## config.mk

```make
export PLATFORM = sky130hd
export DESIGN_NAME = pwm_multi_flat
export DESIGN_NICKNAME = d
export VERILOG_FILES = /design/src/rtl/pwm_pkg.sv /design/src/rtl/pwm_multi_if.sv /design/src/rtl/pwm_timebase.sv /design/src/rtl/pwm_multi.sv /design/src/flat_wrapper.sv
export SDC_FILE = /design/constraint.sdc
export NUM_CORES = 1
export LEC_CHECK = 0
export BUFFER_PORTS_ARGS = -buffer_cell sky130_fd_sc_hd__buf_4
export CAP_MARGIN = 20
export CORE_MARGIN = 2
export CORE_UTILIZATION = 42
export CTS_CLUSTER_DIAMETER = 50
export DETAILED_ROUTE_END_ITERATION = 16
export SLEW_MARGIN = 20
export SYNTH_ARGS = -nofsm -noshare
export SYNTH_HDL_FRONTEND = slang
export SYNTH_SLANG_ARGS = --single-unit
```

## constraint.sdc

```tcl
create_clock -name clk -period 3.55 [get_ports clk]
set_clock_uncertainty 0.2 [all_clocks]
set_input_delay 0.355 -clock clk [delete_from_list [all_inputs] [get_ports clk]]
set_output_delay 0.355 -clock clk [all_outputs]
set_load 0.05 [all_outputs]
```

## src/rtl/pwm_pkg.sv

```systemverilog
// Shared definitions for the multi-channel PWM generator.
//   pwm_mode_e : period alignment mode (edge or center aligned)
//   pwm_dir_e  : timebase counting direction
//   pwm_max()  : full-scale duty value for a given counter width
package pwm_pkg;

  typedef enum logic {
    PWM_EDGE   = 1'b0,
    PWM_CENTER = 1'b1
  } pwm_mode_e;

  typedef enum logic {
    DIR_UP   = 1'b0,
    DIR_DOWN = 1'b1
  } pwm_dir_e;

  // Full-scale duty M = 2**width - 1
  function automatic int unsigned pwm_max(input int unsigned width);
    return (32'd1 << width) - 32'd1;
  endfunction

endpackage

```

## src/rtl/pwm_multi_if.sv

```systemverilog
// Control/status bundle for pwm_multi.
//   enable, center_mode, prescale : run control and timebase configuration
//   level_wr, level_in            : duty write strobe and packed per-channel duty
//   out, period_start, update_pend: PWM outputs and status (driven by the generator)
// master = controller side, slave = PWM generator side.
interface pwm_multi_if #(
  parameter int unsigned CHANNELS   = 3,
  parameter int unsigned WIDTH      = 8,
  parameter int unsigned PRESCALE_W = 8
);

  logic                      enable;
  logic                      center_mode;
  logic [PRESCALE_W-1:0]     prescale;
  logic                      level_wr;
  logic [CHANNELS*WIDTH-1:0] level_in;
  logic [CHANNELS-1:0]       out;
  logic                      period_start;
  logic                      update_pend;

  modport master (
    output enable, center_mode, prescale, level_wr, level_in,
    input  out, period_start, update_pend
  );

  modport slave (
    input  enable, center_mode, prescale, level_wr, level_in,
    output out, period_start, update_pend
  );

endinterface

```

## src/rtl/pwm_timebase.sv

```systemverilog
// Shared PWM timebase: prescaler, up/up-down counter and direction.
//   clk, reset_n : clock and async active-low reset
//   enable       : 0 holds prescaler/counter/direction at 0/0/up
//   mode         : active alignment mode (edge or center)
//   prescale     : counter advances every prescale+1 clocks
//   count        : current counter value (registered)
//   running      : timebase has passed its start boundary (registered)
//   boundary_c   : this cycle starts a new period at the next edge
module pwm_timebase
  import pwm_pkg::*;
#(
  parameter int unsigned WIDTH      = 8,
  parameter int unsigned PRESCALE_W = 8
) (
  input  logic                  clk,
  input  logic                  reset_n,
  input  logic                  enable,
  input  pwm_mode_e             mode,
  input  logic [PRESCALE_W-1:0] prescale,
  output logic [WIDTH-1:0]      count,
  output logic                  running,
  output logic                  boundary_c
);

  // Last counter value of the up phase (M-1)
  localparam logic [WIDTH-1:0] TOP = WIDTH'(pwm_max(WIDTH) - 32'd1);

  logic [PRESCALE_W-1:0] presc_cnt;
  pwm_dir_e              dir;
  logic                  tick_c;
  logic                  wrap_c;

  // Tick and period-boundary detection; the first enabled cycle is itself a boundary
  always_comb begin
    tick_c     = 1'b0;
    wrap_c     = 1'b0;
    boundary_c = 1'b0;
    if (enable && running) begin
      // >= keeps a shrinking prescale from running the prescaler up to overflow
      tick_c = (presc_cnt >= prescale);
      if (mode == PWM_CENTER) begin
        wrap_c = (dir == DIR_DOWN) && (count == '0);
      end else begin
        wrap_c = (count == TOP);
      end
      boundary_c = tick_c && wrap_c;
    end else if (enable) begin
      boundary_c = 1'b1;
    end
  end

  // Prescaler, counter and direction state
  always_ff @(posedge clk or negedge reset_n) begin
    if (!reset_n) begin
      presc_cnt <= '0;
      count     <= '0;
      dir       <= DIR_UP;
      running   <= 1'b0;
    end else if (!enable || !running) begin
      presc_cnt <= '0;
      count     <= '0;
      dir       <= DIR_UP;
      running   <= enable;
    end else if (tick_c) begin
      presc_cnt <= '0;
      if (mode == PWM_CENTER) begin
        // Each end value is held for two ticks while the direction flips
        if (dir == DIR_UP) begin
          if (count == TOP) dir <= DIR_DOWN;
          else              count <= count + WIDTH'(1);
        end else begin
          if (count == '0) dir <= DIR_UP;
          else             count <= count - WIDTH'(1);
        end
      end else begin
        dir   <= DIR_UP;
        count <= wrap_c ? '0 : count + WIDTH'(1);
      end
    end else begin
      presc_cnt <= presc_cnt + PRESCALE_W'(1);
    end
  end

endmodule

```

## src/rtl/pwm_multi.sv

```systemverilog
// Multi-channel PWM generator with shared timebase and double-buffered duty.
//   clk, reset_n : clock and async active-low reset
//   bus (slave)  : enable/center_mode/prescale/level_wr/level_in in,
//                  out/period_start/update_pend out (all registered)
// Duty and alignment mode written mid-period only take effect at the next
// period boundary, so outputs never glitch on an update.
module pwm_multi
  import pwm_pkg::*;
#(
  parameter int unsigned         CHANNELS    = 3,
  parameter int unsigned         WIDTH       = 8,
  parameter int unsigned         PRESCALE_W  = 8,
  parameter logic [CHANNELS-1:0] INVERT_MASK = '0
) (
  input logic        clk,
  input logic        reset_n,
  pwm_multi_if.slave bus
);

  logic [CHANNELS-1:0][WIDTH-1:0] pending;
  logic [CHANNELS-1:0][WIDTH-1:0] active;
  pwm_mode_e                      active_mode;
  logic                           update_pend;
  logic                           period_start;
  logic [CHANNELS-1:0]            out_q;
  logic [CHANNELS-1:0]            raw_c;
  logic [WIDTH-1:0]               count;
  logic                           running;
  logic                           boundary_c;
  logic                           run_c;

  pwm_timebase #(
    .WIDTH      (WIDTH),
    .PRESCALE_W (PRESCALE_W)
  ) u_timebase (
    .clk        (clk),
    .reset_n    (reset_n),
    .enable     (bus.enable),
    .mode       (active_mode),
    .prescale   (bus.prescale),
    .count      (count),
    .running    (running),
    .boundary_c (boundary_c)
  );

  // Disabling forces idle on the very next edge, without waiting for running to drop
  assign run_c = bus.enable && running;

  // Pending/active duty buffers; a write on the boundary cycle stays pending
  always_ff @(posedge clk or negedge reset_n) begin
    if (!reset_n) begin
      pending      <= '0;
      active       <= '0;
      active_mode  <= PWM_EDGE;
      update_pend  <= 1'b0;
      period_start <= 1'b0;
    end else begin
      period_start <= boundary_c;
      if (boundary_c) begin
        active      <= pending;
        active_mode <= pwm_mode_e'(bus.center_mode);
      end
      if (bus.level_wr) begin
        pending     <= bus.level_in;
        update_pend <= 1'b1;
      end else if (boundary_c) begin
        update_pend <= 1'b0;
      end
    end
  end

  // Per-channel comparators
  for (genvar i = 0; i < CHANNELS; i++) begin : g_ch
    assign raw_c[i] = run_c && (count < active[i]);
  end

  // Registered outputs with per-channel polarity
  always_ff @(posedge clk or negedge reset_n) begin
    if (!reset_n) out_q <= INVERT_MASK;
    else          out_q <= raw_c ^ INVERT_MASK;
  end

  assign bus.out          = out_q;
  assign bus.period_start = period_start;
  assign bus.update_pend  = update_pend;

endmodule
```

## src/flat_wrapper.sv

```systemverilog
// flat-port wrapper written by rule: the top's interface ports become plain ports
module pwm_multi_flat import pwm_pkg::*;
#(
  parameter int unsigned         CHANNELS    = 3,
  parameter int unsigned         WIDTH       = 8,
  parameter int unsigned         PRESCALE_W  = 8,
  parameter logic [CHANNELS-1:0] INVERT_MASK = '0
)
  (clk, reset_n, bus_enable, bus_center_mode, bus_prescale, bus_level_wr, bus_level_in, bus_out, bus_period_start, bus_update_pend);
  pwm_multi_if #(.CHANNELS(CHANNELS), .WIDTH(WIDTH), .PRESCALE_W(PRESCALE_W)) bus_i ();
  input logic clk;
  input logic reset_n;
  input wire logic [$bits(bus_i.enable)-1:0] bus_enable;
  input wire logic [$bits(bus_i.center_mode)-1:0] bus_center_mode;
  input wire logic [$bits(bus_i.prescale)-1:0] bus_prescale;
  input wire logic [$bits(bus_i.level_wr)-1:0] bus_level_wr;
  input wire logic [$bits(bus_i.level_in)-1:0] bus_level_in;
  output wire logic [$bits(bus_i.out)-1:0] bus_out;
  output wire logic [$bits(bus_i.period_start)-1:0] bus_period_start;
  output wire logic [$bits(bus_i.update_pend)-1:0] bus_update_pend;
  assign bus_i.enable = bus_enable;
  assign bus_i.center_mode = bus_center_mode;
  assign bus_i.prescale = bus_prescale;
  assign bus_i.level_wr = bus_level_wr;
  assign bus_i.level_in = bus_level_in;
  assign bus_out = bus_i.out;
  assign bus_period_start = bus_i.period_start;
  assign bus_update_pend = bus_i.update_pend;
  pwm_multi #(.CHANNELS(CHANNELS), .WIDTH(WIDTH), .PRESCALE_W(PRESCALE_W), .INVERT_MASK(INVERT_MASK)) u_core (.clk(clk), .reset_n(reset_n), .bus(bus_i));
endmodule
```

* Yosys cells after proc, flatten, opt, wreduce, memory -nomap -nowiden
Index checks and enable logic that the tools add are counted.
** Operators by class
- Mux-type cells :: 23
- $lt $le $gt $ge :: 4
- Bitwise logic cells :: 0
- Multiply operators :: 0
- Div/mod/pow operators :: 0
- Shift-type cells :: 0
- Reductions and logical operators :: 13
- Equality and inequality tests :: 3
- $add $sub $neg :: 3
** Operators with widths (count)
- $mux 8 :: 9
- $lt 8x8->1 :: 3
- $add 8x1->8 const B :: 2
- $mux 1 :: 14
- $eq 8x8->1 const B :: 1
- $ge 8x8->1 :: 1
- $logic_not 8->1 :: 1
- $ne 4x4->1 const B :: 2
- $sub 8x1->8 const B :: 1
- $logic_and 1x1->1 :: 6
- $reduce_bool 2->1 :: 2
- $reduce_and 3->1 :: 1
- $logic_not 1->1 :: 2
- $logic_or 1x1->1 :: 1
** Word-level totals
- Output and inout port bits :: 5
- Input port bits :: 37
- Bits in writable memories :: 0
- Register bits :: 72
- Memories :: 0
- Memory bits (read-only) :: 0
- Latch bits :: 0

* Depth between registers and ports, before layout
- Depth after elaboration :: 9
- Gate-level depth with buffers :: 10

* By module
A second synthesis with hierarchy kept.
** Second synthesis, totals
- Cell total of the unflattened synthesis :: 379
- Area total of the unflattened synthesis :: 3952.5 sq um
** By module, submodules not included
- pwm_multi :: cells each 204, times used 1, seq. area each 1351.3 sq um, area an instance 2447.3 sq um
- pwm_timebase :: cells each 175, times used 1, seq. area each 450.4 sq um, area an instance 1505.2 sq um

* Worst setup path before layout
OpenSTA, ideal clock, no wires.
- Path kind :: register to register
- From :: reg u_core.u_timebase.count[0]
- To :: reg u_core.active[10] (netlist bit)
- Path buffers :: 3
- Stages on the path, launching flop included :: 11
- Data arrival time :: 2.315 ns
- Library setup time :: 0.125 ns
- Slack :: 0.910 ns
- Period minus slack after synthesis :: 2.640 ns
- Path through :: dfrtp_1 clkbuf_1 inv_1 ha_1 nand4_2 or4b_4 a31oi_1 o21a_1 buf_6 buf_12 mux2_4
** Between the ends
- Word-level cells in the longest chain between the ends :: 6
** RTL lines
- start, declared :: RTL line pwm_timebase.sv:20 : output logic [WIDTH-1:0] count,
- start signal, assigned :: RTL line pwm_timebase.sv:70 : else count <= count + WIDTH'(1);
- start signal, assigned :: RTL line pwm_timebase.sv:73 : else count <= count - WIDTH'(1);
- start signal, assigned :: RTL line pwm_timebase.sv:77 : count <= wrap_c ? '0 : count + WIDTH'(1);
- $logic_not 8->1 :: RTL line pwm_timebase.sv:42 : wrap_c = (dir == DIR_DOWN) && (count == '0);
- $logic_and 1x1->1 :: RTL line pwm_timebase.sv:42
- $mux 1 (*) :: RTL line pwm_timebase.sv:41 : if (mode == PWM_CENTER) begin
- $mux 1 (*) :: RTL line pwm_timebase.sv:38 : if (enable && running) begin
- $logic_and 1x1->1 (*) :: RTL line pwm_timebase.sv:46 : boundary_c = tick_c && wrap_c;
- $mux 1 (*) :: RTL line pwm_timebase.sv:38
- end signal, assigned :: RTL line pwm_multi.sv:60 : active <= pending;
- end, declared :: RTL line pwm_multi.sv:21 : logic [CHANNELS-1:0][WIDTH-1:0] active;
Mark *: on every way between the ends. The rest lies on a longest branch, timed or not. The select of a mux whose other input is x is not followed.
A chain may end at the register's enable or synchronous reset.

* Worst setup path after layout
- From :: reg u_core.u_timebase.count[0]
- To :: reg u_core.active[4] (netlist bit)
The elaborated chain is that of the path after synthesis.

==> run summary <==
Inserted Clock Buffers: 9
remaining design rule violation count: 0
launching element type of the critical path: flip-flop
clock tree root buffer cell: clkbuf_8
die area: 10,400 um^2
clock latency at the later pin of the worst-skew pair: 0.36 ns
final worst path period share: 80.2%
commonest non-fill, non-tap cells in the layout: dfrtp_1 (72), buf_4 (46), inv_1 (35)
clock tree from TritonCTS: done
post-cts repair resize count: 0
routability cong.: 0.850
post-route minimum period: 2.85 ns
CP Max Fanout: 17
number of warnings reported in the yosys synthesis log: 0
net count after synthesis: 423
unrepaired setup endpoints after global routing: no
Clk pin slew, worst setup/hold paths: 0.08 ns
flop and latch count out of synthesis: 72
Floorplan Core Area: 9280 um^2
Routed WL: 8.03 mm
kind of capture point of the worst setup path: flip-flop
pwr dens: 456 nW/um^2
Clock Tree Buf Depth: 2
min-delay worst type: input pin to flip-flop
sum of negative setup slack: 0 ns
global-route usage over all layers: 17.1%
most common cell after layout, fill and taps aside: dfrtp_1
area leader, netlist: dfrtp_1
number of antenna violations at the first check in global routing: 0
starting utilization of the core area: 43.5%
number of endpoints failing setup at the final stage: 0
count of pins over their slew limit: 0
post-route antenna net violation count: 0
VDD IR max: 0.297 mV
vias: 2,759
wire length of the first global-routing pass: 13.7 mm
net total in the final layout: 463
WL/cell: 15.3 um
largest net degree at the start of global routing: 73
number of buffers added for setup after CTS: 0
Worst R2R Setup Slack: 0.70 ns
die extent in y: 102 um
FFs w/ async S/R, synth: 100%
count of TritonRoute iterations in the first routing pass: 4
Area contributors post-synth: dfrtp_1 (45%), ha_1 (11%), mux2_2 (8.7%)
area of the mapped netlist: 4040 um^2
final hold violation count: 0
Row Count: 35
status: complete, no violations
area share of the leading cell type in the synthesized netlist: 44.7%
maxcap violations: 0
Vias per Instance: 5.25
remaining global-route overflow: 0
number of top-level design ports: 42
clock sink count: 72
gate count after technology mapping: 352
CTS Hold Buffers Added: 2
Unique masters post-synth: 53
average size of a mapped cell: 11.5 um^2
arrival time of the worst setup path: 2.90 ns
slew of the pin with the lowest slew margin: 0.874 ns
H-tree levels: 3
via count of the first global-routing pass: 2,906
Power Total: 0.00213 W
maximum achievable frequency: 351 MHz
Layout area overhead: 16.1%
top_reg_cell synth: dfrtp_1
total leakage power: 2.31 nW
antenna cells: 0
required time reported for the critical path endpoint: 3.60 ns
DRC violation total after the first TritonRoute iteration: 143
total of buffers placed on input and output ports: 41
worst hold slack after final layout: 0.0173 ns
relative slew slack: 41.7%
floorplan die width: 102 um
EDFF count, synth: 0
HPWL after DPL: 5.64 mm
sequential cell area fraction in the yosys report: 44.7%
CP Class: flip-flop to flip-flop
share of layout cells above drive strength 1: 29.2%
==> critical path: stages, from the launching register on <==
cell	delay, ns
dfrtp_1	0.49
inv_1	0.19
ha_1	0.18
nand4_2	0.11
or4b_4	0.55
a31oi_1	0.18
o21a_1	0.16
buf_4	0.29
mux2_2	0.38
==> final cells by class <==
| class | instances | area [um^2] |
|---|---|---|
| Inverter | 35 | 131 |
| Tap cell | 129 | 161 |
| Timing Repair Buffer | 48 | 365 |
| Clock buffer | 9 | 124 |
| Fill cell | 852 | 4600 |
| Clock inverter | 7 | 124 |
| Sequential cell | 72 | 1800 |
| Multi-Input combinational cell | 226 | 1980 |
==> cell usage after synthesis, types with 2 or more instances <==
cell      instances
o31ai_1           8
o311ai_0          3
nor4_1            3
nor2_1           16
nand2_1           9
and3_1            5
buf_1             2
buf_6             2
a211oi_1          2
mux2_4           18
buf_12            2
inv_1            35
mux2_2           31
clkbuf_1          9
or4_1             3
o21bai_1          2
nand4_1           2
o211ai_1          3
o21ai_0           3
nand2b_1          5
nor4b_1           2
o21a_1            2
a21o_1            9
xor2_1            5
and2_1            2
and4b_1           2
ha_1             34
nor3_1            7
a21oi_1          10
a311oi_1          2
buf_2             2
nand3_1          16
and4_1            2
dfrtp_1          72
a31oi_1           4
==> through the flow <==
stage | cells | setup WS, ns | utilization (%) | area (um^2)
finish | 526 | 0.703 | 50.4 | 4680
global route | 526 | 0.525 | 50.4 | 4680
CTS | 526 | 0.701 | 50.4 | 4680
detailed placement | 508 | 0.722 | 47.6 | 4420
global placement | 508 | 0.782 | 47.6 | 4420
floorplan | 352 | 0.910 | - | 4040
==> metal layers <==
metal / track usage, % / part of all wire, % / up-vias
li1: - / - / 1348
met1: 22.2 / 47 / 1345
met2: 27.2 / 46 / 51
met3: 3.63 / 3.7 / 15
met4: 8.31 / 2.8 / 0
met5: 0 / 0 / -
==> where the power goes <==
group	total, W	internal, W	switching, W
logic	0.000334	0.000188	0.000146
registers	0.000984	0.000922	0.0000625
clock network	0.000815	0.000474	0.000341
==> path summary, 6_finish.rpt <==
kind	cells after the start	to	from
hold reg to reg	1	u_core.pending[2]$_DFFE_PN0P_	u_core.pending[2]$_DFFE_PN0P_
setup reg to reg	8	u_core.active[4]$_DFFE_PN0P_	u_core.u_timebase.count[0]$_DFFE_PN0P_
min in group asynchronous	2	u_core.pending[13]$_DFFE_PN0P_	reset_n
max in group asynchronous	2	u_core.active_mode$_DFFE_PN0P_	reset_n
setup / recovery	8	u_core.active[4]$_DFFE_PN0P_	u_core.u_timebase.count[0]$_DFFE_PN0P_
hold / removal	2	u_core.pending[1]$_DFFE_PN0P_	bus_level_in[1]
==> registers in the layout, summed over array words and instances (netlist names), 3 cells and up <==
name	count
u_core.active	24
u_core.bus.out	3
u_core.u_timebase.presc_cnt	8
u_core.pending	24
u_core.u_timebase.count	8
==> cell families after synthesis <==
logic type | count (synthesis) | share of synthesized area, %
xor+xnor | 6 | 1.30
flops | 72 | 44.7
simple gates | 78 | 10.9
compound gates | 58 | 10.6
mux | 50 | 15.6
buf+inv | 54 | 6.39
fa+ha+maj | 34 | 10.5
(Power assumes the default switching activity.)
